<file path="src/rtl/byte_stream_wide_adder.sv">
// Streaming multi-beat adder/subtractor: two operand streams, LSB beat first,
// carry rippling across lanes and beats, one registered result beat per input beat.
module byte_stream_wide_adder #(
   parameter int DATA_WIDTH    = 8,
   parameter int LANES         = 1,
   parameter int STREAM_LENGTH = 16
) (
   input  logic                        clock,
   input  logic                        reset,
   input  logic                        mode_sub,
   input  logic [LANES*DATA_WIDTH-1:0] a_data,
   input  logic                        a_valid,
   output logic                        a_ready,
   input  logic [LANES*DATA_WIDTH-1:0] b_data,
   input  logic                        b_valid,
   output logic                        b_ready,
   output logic [LANES*DATA_WIDTH-1:0] sum_data,
   output logic                        sum_last,
   output logic                        sum_carry,
   output logic                        sum_ovf,
   output logic                        sum_valid,
   input  logic                        sum_ready
);

   localparam int W  = LANES * DATA_WIDTH;
   localparam int CW = (STREAM_LENGTH > 1) ? $clog2(STREAM_LENGTH) : 1;
   localparam logic [CW-1:0] LAST_CNT = CW'(STREAM_LENGTH - 1);
   localparam bit SINGLE_BEAT = (STREAM_LENGTH == 1);

   typedef enum logic [0:0] {
      ST_FIRST = 1'b0,
      ST_BODY  = 1'b1
   } state_t;

   state_t          state_r;
   state_t          state_nxt_s;
   logic [CW-1:0]   beat_cnt_r;
   logic [CW-1:0]   beat_cnt_nxt_s;
   logic            carry_r;
   logic            mode_r;

   logic            slot_free_s;
   logic            xfer_s;
   logic            mode_eff_s;
   logic            cin_s;
   logic            is_last_s;
   logic [W-1:0]    b_eff_s;
   logic [W-1:0]    sum_s;
   logic [LANES:0]  lane_c_s;
   logic            cout_s;
   logic            msb_cin_s;

   // A new beat may enter whenever the output register is empty or being drained.
   assign slot_free_s = !sum_valid | sum_ready;
   assign a_ready     = slot_free_s & b_valid;
   assign b_ready     = slot_free_s & a_valid;
   assign xfer_s      = a_valid & b_valid & slot_free_s;

   // First beat takes mode and carry-in from mode_sub; later beats use the latched copies.
   always_comb begin
      mode_eff_s = mode_r;
      cin_s      = carry_r;
      if (state_r == ST_FIRST) begin
         mode_eff_s = mode_sub;
         cin_s      = mode_sub;
      end else begin
         mode_eff_s = mode_r;
         cin_s      = carry_r;
      end
   end

   assign b_eff_s     = mode_eff_s ? ~b_data : b_data;
   assign lane_c_s[0] = cin_s;

   for (genvar l = 0; l < LANES; l++) begin : g_lane
      logic [DATA_WIDTH:0] lane_sum_s;
      assign lane_sum_s = {1'b0, a_data[l*DATA_WIDTH +: DATA_WIDTH]}
                        + {1'b0, b_eff_s[l*DATA_WIDTH +: DATA_WIDTH]}
                        + {{DATA_WIDTH{1'b0}}, lane_c_s[l]};
      assign sum_s[l*DATA_WIDTH +: DATA_WIDTH] = lane_sum_s[DATA_WIDTH-1:0];
      assign lane_c_s[l+1] = lane_sum_s[DATA_WIDTH];
   end

   assign cout_s = lane_c_s[LANES];
   // Carry into the MSB recovered from the MSB sum bit itself.
   assign msb_cin_s = a_data[W-1] ^ b_eff_s[W-1] ^ sum_s[W-1];

   // Marks the beat that closes the packet.
   always_comb begin
      is_last_s = 1'b0;
      if (state_r == ST_FIRST) begin
         is_last_s = SINGLE_BEAT;
      end else begin
         is_last_s = (beat_cnt_r == LAST_CNT);
      end
   end

   // Packet position FSM: next state and beat counter.
   always_comb begin
      state_nxt_s    = state_r;
      beat_cnt_nxt_s = beat_cnt_r;
      case (state_r)
         ST_FIRST: begin
            if (xfer_s) begin
               if (SINGLE_BEAT) begin
                  state_nxt_s    = ST_FIRST;
                  beat_cnt_nxt_s = {CW{1'b0}};
               end else begin
                  state_nxt_s    = ST_BODY;
                  beat_cnt_nxt_s = CW'(1);
               end
            end else begin
               state_nxt_s    = ST_FIRST;
               beat_cnt_nxt_s = beat_cnt_r;
            end
         end
         ST_BODY: begin
            if (xfer_s) begin
               if (is_last_s) begin
                  state_nxt_s    = ST_FIRST;
                  beat_cnt_nxt_s = {CW{1'b0}};
               end else begin
                  state_nxt_s    = ST_BODY;
                  beat_cnt_nxt_s = beat_cnt_r + CW'(1);
               end
            end else begin
               state_nxt_s    = ST_BODY;
               beat_cnt_nxt_s = beat_cnt_r;
            end
         end
         default: begin
            state_nxt_s    = ST_FIRST;
            beat_cnt_nxt_s = {CW{1'b0}};
         end
      endcase
   end

   // State, counter and inter-beat carry/mode registers.
   always_ff @(posedge clock) begin
      if (reset) begin
         state_r    <= ST_FIRST;
         beat_cnt_r <= {CW{1'b0}};
         carry_r    <= 1'b0;
         mode_r     <= 1'b0;
      end else begin
         state_r    <= state_nxt_s;
         beat_cnt_r <= beat_cnt_nxt_s;
         if (xfer_s) begin
            carry_r <= cout_s;
            if (state_r == ST_FIRST) begin
               mode_r <= mode_sub;
            end
         end
      end
   end

   // Result register: load on transfer, drain when accepted, hold under backpressure.
   always_ff @(posedge clock) begin
      if (reset) begin
         sum_data  <= {W{1'b0}};
         sum_last  <= 1'b0;
         sum_carry <= 1'b0;
         sum_ovf   <= 1'b0;
         sum_valid <= 1'b0;
      end else if (xfer_s) begin
         sum_data  <= sum_s;
         sum_last  <= is_last_s;
         sum_carry <= is_last_s & cout_s;
         sum_ovf   <= is_last_s & (msb_cin_s ^ cout_s);
         sum_valid <= 1'b1;
      end else if (sum_ready) begin
         sum_valid <= 1'b0;
      end
   end

endmodule

</file>
<file path="config.mk">
export PLATFORM = sky130hd
export DESIGN_NAME = byte_stream_wide_adder
export DESIGN_NICKNAME = d
export VERILOG_FILES = /design/src/rtl/byte_stream_wide_adder.sv
export SDC_FILE = /design/constraint.sdc
export NUM_CORES = 1
export LEC_CHECK = 0
export BUFFER_PORTS_ARGS = -buffer_cell sky130_fd_sc_hd__clkbuf_2
export CAP_MARGIN = 20
export CORE_ASPECT_RATIO = 2
export CORE_MARGIN = 2
export CORE_UTILIZATION = 45
export CTS_BUF_LIST = sky130_fd_sc_hd__clkbuf_4
export CTS_CLUSTER_SIZE = 16
export DETAILED_ROUTE_END_ITERATION = 16
export PLACE_DENSITY = 0.75
export SLEW_MARGIN = 20
export SYNTH_ARGS = -nofsm -noshare
export SYNTH_HDL_FRONTEND = slang
export SYNTH_SLANG_ARGS = --single-unit
</file>
<file path="constraint.sdc">
create_clock -name clock -period 9.3 [get_ports clock]
set_input_delay 2.79 -clock clock [delete_from_list [all_inputs] [get_ports clock]]
set_output_delay 2.79 -clock clock [all_outputs]
set_load 0.03 [all_outputs]
</file>
==> run metrics <==
Simple-Gate Fraction of Synth Area=0.198; first-pass GRT wire length=about 4 mm; Yosys top cell by area=dfxtp_1; power density cells=around 160 mW/mm2; Residual DRC=0; Die Ht=~76 um; Final ANT Viol Nets=0; RD Place Congestion=between 0.7 and 0.8; DR vias=between 1000 and 1500; min-delay worst type=flip-flop to flip-flop; Worst Setup Start Kind=input pin; internal power=between 100 and 150 uW; synthesized area=approximately 0.0012 mm2; Inst Count DP=between 150 and 200; Post-synth top cells=19 x dfxtp_1, 15 x a21oi_1, 14 x nand2_1; share of the synthesized area in the top cell type=0.322; row count=26; vias in the first global route=1000; CP Data Arrival Time=between 3000 and 4000 ps; global route total overflow=0; Vias per Instance=between 5 and 6; Critical Path Source=sum_ready; largest net degree at the start of global routing=22; die width=just over 40 um; Synth Area in Adders=0.119; unrepaired setup endpoints after global routing=false; crit path max fanout=5; Final WS setup=3150 ps; Worst path slowest cell=clkbuf_2; Clock Skew=2.28 ps; WS Path Type=input pin to primary output; Peak VDD IR=~0.07 mV; Sw Ratio=0.342; setup TNS=0 ps; DRT iter0 DRCs=13; first-pass iteration count of the detailed router=4; Mean Syn Cell Area=between 9 and 10 um2; worst-case clock buffer depth=2; initial antenna violation count=0; Worst Max-Slew Pin Slew=about 560 ps; ys async rst share=0; Buffers on Ports=35; post-place setup slack=~3200 ps; CTS Root Cell=clkbuf_4; xor/xnor share of the synthesized area=0.111; max-cap viol count=0; sequential-to-total area share from yosys stat=0.322; final hold violations=0; Final Max Tran Viols=0; Core Region=~0.0025 mm2; hpwl dp=between 1.5 and 2 mm; htree depth=1; largest family of logic cells by synthesized area=simple AND/OR/NAND/NOR gates; Buf/Inv on CP=2; drt total wl=about 2.4 mm; clock group share of total power=0.203; EDFF count, synth=0; Post-Synthesis Cells=between 100 and 150; Num CTS Buffers=3; I/O pin count=36; FF+latch count, synth=19; FMAX=between 150 and 200 MHz; Synth Area in Compound Gates=0.192; period utilisation layout=0.661; hold_buf cts=0; most instantiated library cell after synthesis=dfxtp_1; final std cells w/o fill=192; largest cells by area after synthesis=dfxtp_1 32%, xnor2_1 9.6%, ha_1 8.5%, a21oi_1 6.3%, nand2_1 4.4%; CTS resizes=0; Starting Density=0.466; Post-CTS Setup Inserts=0; Hold Worst Slack=463 ps; combinational power share=0.379; min cycle time layout=6150 ps; Worst Setup End Kind=primary output; WP data required=6510 ps; multiplexer area fraction after synthesis=0.0286; Mapped Nets=around 160; All-Layer GR Usage=0.175; NetSw=approximately 73 uW; critical-path cell list=clkbuf_2, nand2b_4, and2_1, clkbuf_2; Static Leakage=0.000607 uW; share of post-route cells with drive strength above 1=0.287; warnings from Yosys=0; Finish-stage setup viols=0; Crit path max-delay family=simple AND/OR/NAND/NOR gates; Routed WL per cell=roughly 12 um; CTS tree=built; Clock Latency Late Sink=approximately 290 ps; Most Frequent Cell on Critical Path=clkbuf_2; RR Startpoint=state_r$_SDFF_PP0_; share of power burned in registers=0.419; antenna fix cells=0; outcome=complete, no violations; CTS sink cnt=19; Largest stage delay, worst path=between 150 and 200 ps; Yosys cell types=38; die area=~0.0031 mm2; Hold Startpoint=sum_data[4]$_SDFFE_PP0P_; clock slew at reported path FFs=100 ps; area grow syn2layout=17.2%; ys flop type=dfxtp_1; layout net count=197; slew margin rel.=0.627
flip-flops by register name (all words and copies together) (netlist names):
signal / flops
state_r: 1
mode_r: 1
sum_data: 8
sum_carry: 1
sum_valid: 1
sum_last: 1
beat_cnt_r: 4
sum_ovf: 1
carry_r: 1
layout make-up:
class	count	area [um2]
clock buffer	4	30.0
fill	260	1150
multi-input combinational	106	766
sequential	19	380
tap	28	35.0
timing repair buffer	35	175
worst reg2reg max path, cell delays in order (launching register included):
cell	delay (ps)
dfxtp_1	550
mux2i_4	500
xnor2_1	150
fa_1	480
fa_1	440
nand3_1	120
a21oi_1	70
and3b_2	250
xnor2_1	80
o41ai_2	180
worst paths after layout:
check | endpoint | slack (ps) | cells past startpoint
worst max-delay path | a_ready | 3150 | 4
worst min-delay path | sum_data[4]$_SDFFE_PP0P_ | 460 | 2
worst max register to register | sum_ovf$_SDFFE_PP0P_ | 6400 | 9
worst min register to register | sum_data[4]$_SDFFE_PP0P_ | 460 | 2
logic make-up after synthesis:
group | after synthesis
AOI/OAI and AO/OA | 34
xor gates and xnor gates | 15
adders and majority gates | 10
buffers and inverters | 6
DFF | 19
muxes | 2
and+or+nand+nor | 45
through the flow:
step | utilization | power [uW] | cell area [um2]
after floorplan | - | 155 | 1180
after global placement | 0.535 | 171 | 1360
after detailed placement | 0.535 | 174 | 1360
after CTS | 0.546 | 218 | 1390
after global routing | 0.546 | 231 | 1390
final | 0.546 | 215 | 1390
cells in the final DEF (no fill, tap or decap), types with 4 or more instances in the layout:
cell,n
nand3_1,5
clkbuf_2,35
dfxtp_1,19
nor2_1,9
a21o_1,4
ha_1,8
nand2_1,14
xnor2_1,13
a21oi_1,15
clkbuf_4,4
layer usage:
metal | track usage | routed length [um] | vias to the layer above
met1 | 0.176 | 870 | 492
met3 | 0.00875 | 104 | 8
met4 | 0.0800 | 57 | 0
met5 | 0 | 0 | -
li1 | - | - | 529
met2 | 0.324 | 1360 | 31
power by group through the flow:
stage / logic (uW) / registers (uW) / clock network (uW)
floorplan: 57.1 / 98.3 / 0
global placement: 79.6 / 91.7 / 0
detailed placement: 81.7 / 91.9 / 0
CTS: 82.0 / 90.1 / 45.9
global route: 90.2 / 90.7 / 50.1
finish: 81.4 / 90.0 / 43.6
Power figures use the tool's default switching activity.
